$ cat src/rtl/traffic_pkg.sv
`default_nettype none
// ============================================================================
// Module      : traffic_pkg
// Description : Shared definitions for the traffic phase controller.
//               - Phase state encoding (GREEN / YELLOW / OVR)
//               - Default timing constants
//               - Lowest-set-bit priority encoder for override selection
//               - Width helper for the idle counter
// Revision    : 1.0 - initial multi-approach release
// ============================================================================
package traffic_pkg;

    // Phase state encoding
    localparam logic [1:0] ST_GREEN  = 2'd0;
    localparam logic [1:0] ST_YELLOW = 2'd1;
    localparam logic [1:0] ST_OVR    = 2'd2;

    // Default timing constants
    localparam int c_def_num_appr = 2;
    localparam int c_def_cnt_w    = 7;
    localparam int c_def_green_t  = 90;
    localparam int c_def_yellow_t = 5;
    localparam int c_def_idle_t   = 5;

    // Widest override vector the priority encoder accepts
    localparam int c_max_appr = 32;

    // Index of the lowest set bit; 0 when no bit is set (callers gate on |v).
    function automatic int unsigned lowest_set(input logic [c_max_appr-1:0] v);
        int unsigned idx;
        idx = 0;
        for (int i = c_max_appr - 1; i >= 0; i--) begin
            if (v[i]) begin
                idx = i;
            end
        end
        return idx;
    endfunction

    // Idle counter width: enough to hold IDLE_T, never narrower than one bit
    // so that IDLE_T=0 (early-out disabled) still elaborates.
    function automatic int idle_cnt_w(input int t);
        return (t <= 0) ? 1 : $clog2(t + 1);
    endfunction

endpackage
`default_nettype wire

$ cat src/rtl/traffic_idle_cnt.sv
`default_nettype none
// ============================================================================
// Module      : traffic_idle_cnt
// Description : Saturating counter of consecutive empty-road ticks for the
//               approach currently being served.
//   CLK   in  1  system clock
//   R     in  1  asynchronous active-high reset
//   clr   in  1  synchronous clear (priority over en)
//   en    in  1  count enable (timebase tick)
//   empty in  1  1 = no vehicle on the monitored approach
//   hit   out 1  this tick makes the count reach IDLE_T (combinational)
// Revision    : 1.0 - initial release
// ============================================================================
module traffic_idle_cnt
    import traffic_pkg::*;
#(
    parameter int IDLE_T = c_def_idle_t
) (
    input  logic CLK,
    input  logic R,
    input  logic clr,
    input  logic en,
    input  logic empty,
    output logic hit
);

    localparam int             c_w    = idle_cnt_w(IDLE_T);
    localparam logic [c_w-1:0] c_max  = c_w'(IDLE_T);
    localparam logic [c_w-1:0] c_last = (IDLE_T > 0) ? c_w'(IDLE_T - 1) : '0;

    logic [c_w-1:0] r_cnt;

    // hit deliberately ignores clr: the parent derives clr from hit.
    assign hit = (IDLE_T != 0) && en && empty && (r_cnt == c_last);

    always_ff @(posedge CLK or posedge R) begin
        if (R) begin
            r_cnt <= '0;
        end else if (clr) begin
            r_cnt <= '0;
        end else if (en) begin
            if (!empty) begin
                r_cnt <= '0;
            end else if (r_cnt != c_max) begin
                r_cnt <= r_cnt + 1'b1;
            end
        end
    end

endmodule
`default_nettype wire

$ cat src/rtl/traffic_phase_ctrl.sv
`default_nettype none
// ============================================================================
// Module      : traffic_phase_ctrl
// Description : Round-robin green/yellow phase controller for NUM_APPR
//               approaches with max-green timeout, idle early-out and
//               per-approach manual override.
//   CLK      in  1         system clock
//   R        in  1         asynchronous active-high reset
//   tick     in  1         timebase enable, timers advance only when high
//   traffic  in  NUM_APPR  presence sensor per approach
//   override in  NUM_APPR  force-green request per approach (level)
//   green    out NUM_APPR  one-hot green lamp, registered
//   yellow   out NUM_APPR  one-hot yellow lamp, registered
//   second   out CNT_W     ticks elapsed in current phase, registered
//   active   out IDX_W     index of approach currently served, registered
// Revision    : 1.0 - initial multi-approach release
// ============================================================================
module traffic_phase_ctrl
    import traffic_pkg::*;
#(
    parameter int NUM_APPR = c_def_num_appr,
    parameter int CNT_W    = c_def_cnt_w,
    parameter int GREEN_T  = c_def_green_t,
    parameter int YELLOW_T = c_def_yellow_t,
    parameter int IDLE_T   = c_def_idle_t,
    parameter int IDX_W    = $clog2(NUM_APPR)
) (
    input  logic                CLK,
    input  logic                R,
    input  logic                tick,
    input  logic [NUM_APPR-1:0] traffic,
    input  logic [NUM_APPR-1:0] override,
    output logic [NUM_APPR-1:0] green,
    output logic [NUM_APPR-1:0] yellow,
    output logic [CNT_W-1:0]    second,
    output logic [IDX_W-1:0]    active
);

    localparam logic [CNT_W-1:0] c_green_last  = CNT_W'(GREEN_T - 1);
    localparam logic [CNT_W-1:0] c_yellow_last = CNT_W'(YELLOW_T - 1);
    localparam logic [IDX_W-1:0] c_last_appr   = IDX_W'(NUM_APPR - 1);

    function automatic logic [NUM_APPR-1:0] onehot(input logic [IDX_W-1:0] idx);
        logic [NUM_APPR-1:0] v;
        v      = '0;
        v[idx] = 1'b1;
        return v;
    endfunction

    logic [1:0]            r_state;
    logic [IDX_W-1:0]      r_active;
    logic [CNT_W-1:0]      r_second;
    logic [NUM_APPR-1:0]   r_green;
    logic [NUM_APPR-1:0]   r_yellow;

    logic [1:0]            w_state_nxt;
    logic [IDX_W-1:0]      w_active_nxt;
    logic [CNT_W-1:0]      w_second_nxt;
    logic [NUM_APPR-1:0]   w_green_nxt;
    logic [NUM_APPR-1:0]   w_yellow_nxt;

    logic [c_max_appr-1:0] w_ovr_ext;
    logic                  w_ovr_any;
    logic [IDX_W-1:0]      w_ovr_idx;
    logic                  w_idle_hit;
    logic                  w_green_done;
    logic                  w_yellow_done;
    logic                  w_idle_clr;

    // Override decode: lowest requesting approach wins
    always_comb begin
        w_ovr_ext               = '0;
        w_ovr_ext[NUM_APPR-1:0] = override;
    end

    assign w_ovr_any = |override;
    assign w_ovr_idx = IDX_W'(lowest_set(w_ovr_ext));

    // Phase end conditions; both may coincide, giving a single transition
    assign w_green_done  = tick && ((r_second == c_green_last) || w_idle_hit);
    assign w_yellow_done = tick && (r_second == c_yellow_last);

    // Idle count only accumulates while serving a normal green phase
    assign w_idle_clr = w_ovr_any || (r_state != ST_GREEN) || w_green_done;

    traffic_idle_cnt #(
        .IDLE_T (IDLE_T)
    ) u_idle_cnt (
        .CLK   (CLK),
        .R     (R),
        .clr   (w_idle_clr),
        .en    (tick),
        .empty (~traffic[r_active]),
        .hit   (w_idle_hit)
    );

    // Next-state and next-output logic
    always_comb begin
        w_state_nxt  = r_state;
        w_active_nxt = r_active;
        w_second_nxt = r_second;

        if (w_ovr_any) begin
            w_state_nxt  = ST_OVR;
            w_active_nxt = w_ovr_idx;
            w_second_nxt = '0;
        end else begin
            case (r_state)
                ST_OVR: begin
                    // Release goes straight to green on the forced approach
                    w_state_nxt  = ST_GREEN;
                    w_second_nxt = '0;
                end
                ST_GREEN: begin
                    if (w_green_done) begin
                        w_state_nxt  = ST_YELLOW;
                        w_second_nxt = '0;
                    end else if (tick) begin
                        w_second_nxt = r_second + 1'b1;
                    end
                end
                ST_YELLOW: begin
                    if (w_yellow_done) begin
                        w_state_nxt  = ST_GREEN;
                        w_second_nxt = '0;
                        w_active_nxt = (r_active == c_last_appr) ? '0 : r_active + 1'b1;
                    end else if (tick) begin
                        w_second_nxt = r_second + 1'b1;
                    end
                end
                default: begin
                    w_state_nxt  = ST_GREEN;
                    w_active_nxt = '0;
                    w_second_nxt = '0;
                end
            endcase
        end

        w_green_nxt  = (w_state_nxt == ST_YELLOW) ? '0 : onehot(w_active_nxt);
        w_yellow_nxt = (w_state_nxt == ST_YELLOW) ? onehot(w_active_nxt) : '0;
    end

    always_ff @(posedge CLK or posedge R) begin
        if (R) begin
            r_state  <= ST_GREEN;
            r_active <= '0;
            r_second <= '0;
            r_green  <= onehot('0);
            r_yellow <= '0;
        end else begin
            r_state  <= w_state_nxt;
            r_active <= w_active_nxt;
            r_second <= w_second_nxt;
            r_green  <= w_green_nxt;
            r_yellow <= w_yellow_nxt;
        end
    end

    assign green  = r_green;
    assign yellow = r_yellow;
    assign second = r_second;
    assign active = r_active;

endmodule
`default_nettype wire

$ cat config.mk
export PLATFORM = sky130hd
export DESIGN_NAME = traffic_phase_ctrl
export DESIGN_NICKNAME = d
export VERILOG_FILES = /design/src/rtl/traffic_pkg.sv /design/src/rtl/traffic_idle_cnt.sv /design/src/rtl/traffic_phase_ctrl.sv
export SDC_FILE = /design/constraint.sdc
export NUM_CORES = 1
export LEC_CHECK = 0
export ABC_AREA = 1
export BUFFER_PORTS_ARGS = -buffer_cell sky130_fd_sc_hd__buf_2
export CAP_MARGIN = 20
export CORE_MARGIN = 2
export CORE_UTILIZATION = 45
export DETAILED_ROUTE_END_ITERATION = 6
export GPL_ROUTABILITY_DRIVEN = 0
export HOLD_SLACK_MARGIN = 0.05
export PLACE_DENSITY = 0.67
export SLEW_MARGIN = 20
export SYNTH_ARGS = -nofsm -noshare
export SYNTH_HDL_FRONTEND = slang
export SYNTH_SLANG_ARGS = --single-unit
$ cat constraint.sdc
create_clock -name CLK -period 2.6 [get_ports CLK]
set_input_delay 0.39 -clock CLK [delete_from_list [all_inputs] [get_ports CLK]]
set_output_delay 0.39 -clock CLK [all_outputs]
set_load 0.01 [all_outputs]
==> results by group, run 1 <==
Power and ir drop
  – P_leak: 0.580 nW
  – Pwr Density: 399 mW/mm2
  – Tot Pwr: 0.453 mW
  – Peak VDD IR: 0.242 mV

Timing
  – Final worst setup slack: 1150 ps
  – Rel. slew slack: 58.9%
  – Hold WS: 162 ps
  – Final Hold Fails: 0
  – Setup-failing EPs final: 0
  – Clk_skew: 6.11 ps
  – Max Freq: 691 MHz
  – Setup TNS: 0 ps
  – Pins Over Slew Limit: 0
  – RSZ-0062 raised after global routing: false
  – Post-route clock period utilization: 55.6%
  – Tmin final: 1450 ps
  – Transition time of the tightest slew-check pin: 616 ps

Detailed routing
  – Post-Route WL: 1.90 mm
  – DRC: 0
  – Initial drt markers: 15
  – Routed vias: 851
  – Routed Antenna Nets: 0
  – Wire per inst: 10.9 um
  – TritonRoute pass-1 iters: 4
  – Vias per inst: 4.86

Critical path
  – Worst R2R Setup Slack: 1150 ps
  – CP required: 2790 ps
  – Kind of start point of the critical path: register
  – Worst path arrival time: 1640 ps
  – Depth of the most critical reg-to-reg path: 9
  – Largest fanout on the critical path: 5
  – Reg-to-Reg Start: second[0]$_DFF_PP0_
  – Crit Path Category: reg -> reg
  – Setup crit end kind: register
  – Reg2reg end: second[5]$_DFF_PP0_

Synth
  – #FFs+latches synth: 17
  – Netlist Area Pre-Place: 997 um2
  – Distinct cells, synth: 25
  – Cells after synthesis: 126
  – Syn. warnings: 0
  – Mean Syn Cell Area: 7.91 um2
  – Syn nets: 139
  – Sequential area share after synthesis: 42.8%

Global routing
  – First-pass GRT wire length: 3.39 mm
  – Initial antenna violation count: 0
  – Total grt overflow: 0
  – Vias in the first global route: 848
  – Largest net degree at the start of global routing: 18
  – Gr usage total: 17.1%

Placement
  – Placed cell count: 171
  – Placed inst area: 0.00111 mm2
  – Port bufs: 18
  – Dpl ws: 1170 ps
  – Hpwl dp: 1.57 mm

Clock network
  – Setup Fix Bufs, Post-CTS: 0
  – Hold buffers post-CTS: 0
  – CTS tree: built
  – Num CTS Buffers: 3
  – # resized after CTS: 0
  – Clk slew on worst S/H paths: 100 ps
  – H-tree depth: 1
  – Root Buffer: clkbuf_4
  – Clock sink count: 17
  – Clock Latency Late Sink: 280 ps
  – CTS max path bufs: 2

Outcome
  – Status: completed

Final layout
  – Area of the multi-input gates: 480 um2
  – Antenna fix cells: 0
  – Fin area: 0.00114 mm2
  – Util after Layout: 52.9%
  – Fraction of layout cells with a size suffix above 1: 24.5%
  – Sequential Area: 427 um2
  – Area Growth Syn to Fin: 14.1%
  – Final cell count without fillers: 175
  – Filler cell count: 202
  – Final layout net count: 161

Floorplanning
  – # rows: 17
  – Die area: 0.00261 mm2
  – Initial core utilization: 46.4%
  – DIE WIDTH: 51.1 um
  – Core area: 0.00215 mm2
  – Die extent in y: 51.1 um
  – Boundary Pins: 19

Run
  – Max-capacitance violation count: 0

Worst hold path
  – HP Class: in -> async
## cells in the final DEF (no fill, tap or decap), types with 4 or more instances in the layout
| master | instances |
|---|---|
| nand2_1 | 28 |
| buf_2 | 18 |
| inv_1 | 17 |
| dfrtp_1 | 16 |
| nor2_1 | 13 |
| nand3_1 | 10 |
| ha_1 | 6 |
| a21oi_1 | 5 |
| inv_2 | 4 |
## cell families (layout without fill, tap and decap cells)
group | after synthesis | after routing | share of synthesized area [%]
AND/OR/NAND/NOR | 69 | 69 | 33.4
buffers and inverters | 22 | 43 | 9.03
flip-flops | 17 | 17 | 42.8
AO/OA/AOI/OAI | 10 | 10 | 5.52
adder cells (fa/ha/maj) | 6 | 6 | 7.53
XOR/XNOR | 2 | 2 | 1.76
## area by class of cell
cell class / instances / share of cell area, %
clock buffers: 4 / 2.31
repair buffers: 18 / 7.92
well taps: 28 / 3.08
multi-input cells: 87 / 42.2
inverters: 21 / 6.93
flip-flops and latches: 17 / 37.5
## critical path, cell delays in order (launching register included)
cell and delay [ps]:
dfrtp_1 420, inv_1 100, ha_1 200, nand2_1 100, nor2_4 40, nand2_2 90
nand2_2 70, inv_2 70, nand2_1 50, nor3_1 210
## sequential cells by signal, indices dropped and copies added (netlist names)
register          flops
u_idle_cnt.r_cnt      3
green                 2
active                1
r_state               2
second                7
yellow                2
## synth_stat cells
cell type,count,area (um2)
dfrtp_1,16,400
o21bai_1,1,7.51
nand2_4,1,11.3
o21ai_0,1,5.00
nor2_2,3,18.8
nand3b_1,1,7.51
buf_6,1,11.3
nor3_2,1,10.0
nand2_1,28,105
and2_1,1,6.26
inv_2,4,15.0
nor2_1,13,48.8
nand3_1,10,50.1
dfstp_2,1,26.3
ha_1,6,75.1
nor2_4,2,22.5
nand2_2,3,18.8
inv_1,17,63.8
xnor2_1,1,8.76
o211ai_1,1,7.51
xor2_1,1,8.76
o21ai_1,2,10.0
a21oi_1,5,25.0
nand4_1,3,18.8
nor3_1,3,15.0
## report_power, final
part           leakage (nW)  internal [mW]  total (mW)  switching [mW]
combinational         0.338         0.0142      0.0437          0.0295
sequential            0.227          0.270       0.273         0.00290
clock                0.0150         0.0596       0.137          0.0776
total                 0.580          0.343       0.453           0.110
## per-layer routing
layer / GRT usage (%) / part of all wire, %
met5: 0 / 0
met1: 20.9 / 46
met4: 9.01 / 2.1
met3: 2.05 / 3.5
met2: 29.4 / 48
## how the worst max path moves through the flow
stage | start | depth (start not counted) | slack, ps | end
after detailed placement | second[0]$_DFF_PP0_ | 9 | 1170 | second[5]$_DFF_PP0_
after floorplan | second[0]$_DFF_PP0_ | 9 | 1290 | second[5]$_DFF_PP0_
after CTS | u_idle_cnt.r_cnt[0]$_DFFE_PP0P_ | 10 | 1150 | green[1]$_DFF_PP0_
after global placement | second[0]$_DFF_PP0_ | 10 | 1200 | green[1]$_DFF_PP0_
final | second[0]$_DFF_PP0_ | 9 | 1150 | second[5]$_DFF_PP0_
after global routing | second[1]$_DFF_PP0_ | 11 | 980 | green[1]$_DFF_PP0_
No activity file was read; power rests on OpenSTA's default activity.
==> run 2, diff against run 1 <==
Settings changed: PLACE_DENSITY 0.67 to 0.7.
Clock period 2.6 ns to 1.33 ns, I/O delays scaled along.
==> run 2 against run 1 <==
Effect of this change: the run now ends with negative setup slack left; sequential share of layout area fell by 5.0 points; clock skew fell by 0.89 ps; count of clock-buffer cells in the layout fell by 1; core utilization rose by 8.1 points; setup slack got worse by 1200 ps; design area rose by 15%; register-to-register slack got worse by 1200 ps; total power rose by 110%; first-iteration DRC count fell by 27%; critical endpoint is now second[4]$_DFF_PP0_; highest routed layer unchanged.
==> results by group, run 2 (synthesis gave the netlist of run 1 again) <==
Timing
  – Pins Over Slew Limit: 0 (unchanged)
  – Rel. slew slack: 79.1% (was 58.9%)
  – Setup-failing EPs final: 6 (was 0)
  – RSZ-0062 raised after global routing: true (was false)
  – Clk_skew: 5.22 ps (was 6.11 ps)
  – Tmin final: 1370 ps (was 1450 ps)
  – Final Hold Fails: 0 (unchanged)
  – Max Freq: 732 MHz (was 691 MHz)
  – Hold WS: 183 ps (was 162 ps)
  – Post-route clock period utilization: 103% (was 55.6%)
  – Final worst setup slack: -36.5 ps (was 1150 ps)
  – Transition time of the tightest slew-check pin: 313 ps (was 616 ps)

Detailed routing
  – Vias per inst: 5.09 (was 4.86)
  – Routed vias: 947 (was 851)
  – DRC: 0 (unchanged)
  – TritonRoute pass-1 iters: 4 (unchanged)
  – Wire per inst: 12.3 um (was 10.9 um)
  – Post-Route WL: 2.29 mm (was 1.90 mm)
  – Initial drt markers: 11 (was 15)
  – Routed Antenna Nets: 0 (unchanged)

Final layout
  – Most common cell after layout, fill and taps aside: nand2_1 (unchanged)
  – Fraction of layout cells with a size suffix above 1: 43.7% (was 24.5%)
  – Util after Layout: 61.0% (was 52.9%)
  – Final cell count without fillers: 186 (was 175)
  – Max reg flops: 7 (unchanged)
  – Antenna fix cells: 0 (unchanged)
  – Filler cell count: 194 (was 202)
  – Most frequent cells in the layout: nand2_1, buf_2, dfrtp_1 (was nand2_1, buf_2, inv_1)
  – Final layout net count: 172 (was 161)
  – Fin area: 0.00131 mm2 (was 0.00114 mm2)
  – Area Growth Syn to Fin: 31.5% (was 14.1%)

Power and ir drop
  – Power Internal: 0.680 mW (was 0.343 mW)
  – Clock power frac: 31.1% (was 30.2%)
  – Switching power: 0.252 mW (was 0.110 mW)
  – Peak VDD IR: 0.797 mV (was 0.242 mV)
  – Share of power burned in registers: 57.2% (was 60.1%)
  – Comb power frac: 11.7% (was 9.6%)
  – Pwr Density: 711 mW/mm2 (was 399 mW/mm2)
  – Tot Pwr: 0.933 mW (was 0.453 mW)
  – P_leak: 0.654 nW (was 0.580 nW)
  – Switching part of the total: 27.1% (was 24.3%)

Outcome
  – Failing checks: negative setup slack
  – Status: complete, but fails checks (was completed)

Run
  – Max-capacitance violation count: 0 (unchanged)

Critical path
  – CP peak stage delay: 400 ps (was 420 ps)
  – Worst path arrival time: 1550 ps (was 1640 ps)
  – Worst Path Buf+Inv: 1 (was 2)
  – Crit Path Category: reg -> reg (unchanged)
  – CP required: 1520 ps (was 2790 ps)
  – Largest fanout on the critical path: 4 (was 5)
  – Setup crit end kind: register (unchanged)
  – Kind of start point of the critical path: register (unchanged)
  – Largest delay contributor family on the critical path: simple AND/OR/NAND/NOR gates (unchanged)
  – Cells along the critical path: inv_2 > ha_4 > nand2_2 > nand3b_1 > nand2_1 > nand3_2 > nand3_1 > nor2_1 (was inv_1 > ha_1 > nand2_1 > nor2_4 > nand2_2 > nand2_2 > inv_2 > nand2_1 > nor3_1)
  – Slowest cell on the critical path: dfrtp_1 (unchanged)

Clock network
  – H-tree depth: 1 (unchanged)
  – Clock sink count: 17 (unchanged)
  – Clk slew on worst S/H paths: 110 ps (was 100 ps)
  – CTS max path bufs: 2 (unchanged)
  – Clock Latency Late Sink: 290 ps (was 280 ps)
  – Num CTS Buffers: 3 (unchanged)
  – CTS tree: built (unchanged)
  – Root Buffer: clkbuf_4 (unchanged)

Placement
  – Port bufs: 18 (unchanged)
  – Hpwl dp: 1.80 mm (was 1.57 mm)
  – Placed inst area: 0.00117 mm2 (was 0.00111 mm2)
  – Placed cell count: 179 (was 171)

Global routing
  – First-pass GRT wire length: 3.82 mm (was 3.39 mm)
  – Largest net degree at the start of global routing: 11 (was 18)
  – Vias in the first global route: 897 (was 848)
  – Initial antenna violation count: 0 (unchanged)
  – Gr usage total: 19.8% (was 17.1%)
  – Total grt overflow: 0 (unchanged)

Floorplanning
  – Die extent in y: 51.1 um (unchanged)
  – Core area: 0.00215 mm2 (unchanged)
  – Initial core utilization: 46.4% (unchanged)
  – Die area: 0.00261 mm2 (unchanged)
  – # rows: 17 (unchanged)
  – Boundary Pins: 19 (unchanged)
  – DIE WIDTH: 51.1 um (unchanged)

Worst hold path
  – HP Class: in -> reg (was in -> async)
## run 2: final cells by class
| cell class | instances | area [um2] | share of cell area [%] |
|---|---|---|---|
| clock buffers | 3 | 22.5 | 1.72 |
| clock inverters | 1 | 5.00 | 0.382 |
| inverters | 21 | 83.8 | 6.39 |
| multi-input cells | 87 | 559 | 42.7 |
| flip-flops and latches | 17 | 427 | 32.5 |
| well taps | 28 | 35.0 | 2.67 |
| repair buffers | 29 | 179 | 13.6 |
## run 2: tightest hold or removal path, delay by kind of cell
family / cells / cell delay, ps
buffers and inverters: 2 / 180
AND/OR/NAND/NOR: 1 / 60
## run 2: worst paths after layout
kind	startpoint	endpoint	slack, ps	depth (start not counted)
setup / recovery	u_idle_cnt.r_cnt[1]$_DFFE_PP0P_	second[4]$_DFF_PP0_	-40	8
hold / removal	override[0]	r_state[1]$_DFF_PP0_	180	3
setup reg to reg	u_idle_cnt.r_cnt[1]$_DFFE_PP0P_	second[4]$_DFF_PP0_	-40	8
hold reg to reg	r_state[1]$_DFF_PP0_	second[3]$_DFF_PP0_	620	3
max in group asynchronous	R	second[5]$_DFF_PP0_	500	4
min in group asynchronous	R	yellow[0]$_DFF_PP0_	380	3
## run 2: power groups by stage
stage | Combinational (mW) | Sequential (mW) | Clock (mW)
6_report | 0.109 | 0.533 | 0.290
5_1_grt | 0.123 | 0.535 | 0.319
4_1_cts | 0.0998 | 0.533 | 0.299
3_5_place_dp | 0.0970 | 0.543 | 0
3_3_place_gp | 0.0947 | 0.543 | 0
2_1_floorplan | 0.0552 | 0.547 | 0
## run 2: per-stage QoR
step / worst slack (ps) / setup TNS, ps
4_1_cts: -11.8 / -38.7
5_1_grt: -127 / -1190
6_report: -36.5 / -77.1
3_5_place_dp: -28.3 / -72.5
3_3_place_gp: 0.315 / 0
2_1_floorplan: 21.6 / 0
## run 2: timing repair
item	CTS	global route
cloned	0	0
pin swaps	2	10
setup buffers	1	1
gates resized for setup	3	26
endpoints found under the hold margin	7	0
endpoints found under the setup margin	8	16
hold buffers	1	0
## run 2: per-layer routing
metal  GRT usage [%]  vias to the layer above  wire length, um
li1                -                      463                -
met1            24.5                      458              968
met2            34.4                       22             1200
met3            3.80                        4               82
met4            6.76                        0               36
met5               0                        -                0
==> run 3, diff against run 2 <==
Settings changed: PLACE_DENSITY 0.7 to 0.67, SETUP_SLACK_MARGIN set to 0.15.
Clock period 1.33 ns to 1.6 ns, I/O delays scaled along.
==> run 3 against run 2 <==
Effect of this change: the run now ends clean; non-clock buffer count down 3; worst hold slack better by 29 ps; combinational power down 23%; register-to-register slack better by 180 ps; critical path depth unchanged; count of clock-buffer cells in the layout up 1; sequential cell count unchanged; largest power group unchanged; first-iteration DRC count down 27%; wire length down 1.0%.
==> results by group, run 3 (synthesis gave the netlist of run 1 again) <==
Global routing
  – Initial antenna violation count: 0 (unchanged)
  – Total grt overflow: 0 (unchanged)
  – Vias in the first global route: 876 (was 897)
  – First-pass GRT wire length: 3.44 mm (was 3.82 mm)
  – Gr usage total: 17.6% (was 19.8%)
  – Largest net degree at the start of global routing: 18 (was 11)

Critical path
  – Largest delay contributor family on the critical path: simple AND/OR/NAND/NOR gates (unchanged)
  – CP peak stage delay: 430 ps (was 400 ps)
  – Setup crit end kind: register (unchanged)
  – Kind of start point of the critical path: register (unchanged)
  – Worst setup startpoint: u_idle_cnt.r_cnt[0]$_DFFE_PP0P_ (was u_idle_cnt.r_cnt[1]$_DFFE_PP0P_)
  – Worst path arrival time: 1650 ps (was 1550 ps)
  – Depth of the most critical reg-to-reg path: 8 (unchanged)
  – Crit Path Category: reg -> reg (unchanged)
  – Cells along the critical path: inv_2 > ha_1 > nand2_1 > nand3b_1 > nand2_2 > nand3_1 > nand3_2 > nor2_1 (was inv_2 > ha_4 > nand2_2 > nand3b_1 > nand2_1 > nand3_2 > nand3_1 > nor2_1)
  – Slowest cell on the critical path: dfrtp_1 (unchanged)
  – Worst Path Buf+Inv: 1 (unchanged)
  – Worst path depth: 8 (unchanged)
  – Largest fanout on the critical path: 4 (unchanged)
  – CP required: 1790 ps (was 1520 ps)
  – Reg-to-Reg Start: u_idle_cnt.r_cnt[0]$_DFFE_PP0P_ (was u_idle_cnt.r_cnt[1]$_DFFE_PP0P_)
  – Worst R2R Setup Slack: 140 ps (was -40 ps)
  – Worst Setup EP: second[4]$_DFF_PP0_ (unchanged)
  – Reg2reg end: second[4]$_DFF_PP0_ (unchanged)

Timing
  – Tmin final: 1460 ps (was 1370 ps)
  – Clk_skew: 1.16 ps (was 5.22 ps)
  – Pins Over Slew Limit: 0 (unchanged)
  – Setup TNS: 0 ps (was -77.1 ps)
  – Max Freq: 686 MHz (was 732 MHz)
  – Final worst setup slack: 142 ps (was -36.5 ps)
  – Final Hold Fails: 0 (unchanged)
  – Transition time of the tightest slew-check pin: 638 ps (was 313 ps)
  – Rel. slew slack: 57.4% (was 79.1%)
  – Setup-failing EPs final: 0 (was 6)
  – RSZ-0062 raised after global routing: true (unchanged)
  – Post-route clock period utilization: 91.1% (was 103%)

Final layout
  – Area Growth Syn to Fin: 26.5% (was 31.5%)
  – Most common cell after layout, fill and taps aside: nand2_1 (unchanged)
  – Filler cell count: 199 (was 194)
  – Antenna fix cells: 0 (unchanged)
  – Final layout net count: 169 (was 172)
  – Fraction of layout cells with a size suffix above 1: 40.0% (was 43.7%)
  – Most frequent cells in the layout: nand2_1, buf_2, dfrtp_1 (unchanged)
  – Max reg flops: 7 (unchanged)

Detailed routing
  – Post-Route WL: 2.27 mm (was 2.29 mm)
  – Routed Antenna Nets: 0 (unchanged)
  – DRC: 0 (unchanged)
  – Initial drt markers: 8 (was 11)
  – Vias per inst: 4.95 (was 5.09)
  – TritonRoute pass-1 iters: 4 (unchanged)
  – Routed vias: 905 (was 947)
  – Wire per inst: 12.4 um (was 12.3 um)

Clock network
  – Clk slew on worst S/H paths: 90 ps (was 110 ps)
  – Clock Latency Late Sink: 290 ps (about the same)
  – H-tree depth: 1 (unchanged)
  – Clock sink count: 17 (unchanged)
  – CTS tree: built (unchanged)
  – Root Buffer: clkbuf_4 (unchanged)
  – Num CTS Buffers: 3 (unchanged)
  – CTS max path bufs: 2 (unchanged)

Floorplanning
  – Core area: 0.00215 mm2 (unchanged)
  – DIE WIDTH: 51.1 um (unchanged)
  – Die area: 0.00261 mm2 (unchanged)
  – Die extent in y: 51.1 um (unchanged)
  – Boundary Pins: 19 (unchanged)
  – # rows: 17 (unchanged)
  – Initial core utilization: 46.4% (unchanged)

Power and ir drop
  – P_leak: 0.636 nW (was 0.654 nW)
  – Pwr Density: 600 mW/mm2 (was 711 mW/mm2)
  – Peak VDD IR: 0.445 mV (was 0.797 mV)

Placement
  – Hpwl dp: 1.56 mm (was 1.80 mm)
  – Port bufs: 18 (unchanged)
  – Dpl ws: 168 ps (was -28.3 ps)

Outcome
  – Status: completed (was complete, but fails checks)

Worst hold path
  – HP Class: in -> reg (unchanged)
  – Beginning of the worst hold path: override[0] (unchanged)

Run
  – Max-capacitance violation count: 0 (unchanged)
==> run 3: changes by cell type in the layout (fill, tap and decap cells not counted), sizes merged <==
cell,before,now
buf,28,25
clkbuf,3,4
clkinv,1,0
==> run 3: repair_timing <==
action / 4_1_cts / 5_1_grt
hold endpoints to repair: 16 / 0
hold buffers: 1 / 0
setup buffers: 1 / 6
endpoints found under the setup margin: 1 / 15
pin swaps: 0 / 8
gates resized for setup: 0 / 22
==> run 3: area by class of cell <==
cell class	count	area [um2]	area share (%)
repair buffers	26	153	12.1
inverters	21	81.3	6.45
multi-input cells	87	538	42.7
well taps	28	35.0	2.78
clock buffers	4	26.3	2.08
flip-flops and latches	17	428	33.9
==> run 3: tightest hold or removal path, stage by stage <==
cell and delay (ps):
buf_2 110, nor2_4 60, inv_2 70
==> run 3: metal layers <==
metal  global-route usage, %  vias to the layer above  wire [um]
met5                       0                        -          0
met4                    13.1                        0         80
met3                    2.34                        9         72
met2                    28.8                       21       1170
met1                    21.1                      423        940
li1                        -                      452          -
==> run 3: report_power, final <==
group / leakage (nW) / internal [mW] / switching [mW]
clock: 0.0150 / 0.0971 / 0.134
sequential: 0.226 / 0.438 / 0.00476
combinational: 0.396 / 0.0292 / 0.0542
==> run 3: per-stage QoR <==
| step | hold slack, ps | power (mW) | cell area, um2 | instances | utilization, % |
|---|---|---|---|---|---|
| 6_report | 212 | 0.757 | 1260 | 183 | 58.7 |
| 5_1_grt | 221 | 0.796 | 1260 | 183 | 58.7 |
| 4_1_cts | 210 | 0.758 | 1150 | 177 | 53.8 |
| 3_5_place_dp | 361 | 0.524 | 1110 | 171 | 51.7 |
| 3_3_place_gp | 358 | 0.523 | 1110 | 171 | 51.7 |
| 2_1_floorplan | 165 | 0.500 | 997 | 126 | - |
==> run 3: how the worst min path moves through the flow <==
stage,end,slack (ps),cells past startpoint
2_1_floorplan,active$_DFF_PP0_,170,1
3_3_place_gp,active$_DFF_PP0_,360,2
3_5_place_dp,green[1]$_DFF_PP0_,360,2
4_1_cts,r_state[1]$_DFF_PP0_,210,3
5_1_grt,r_state[1]$_DFF_PP0_,220,3
6_report,r_state[1]$_DFF_PP0_,210,3
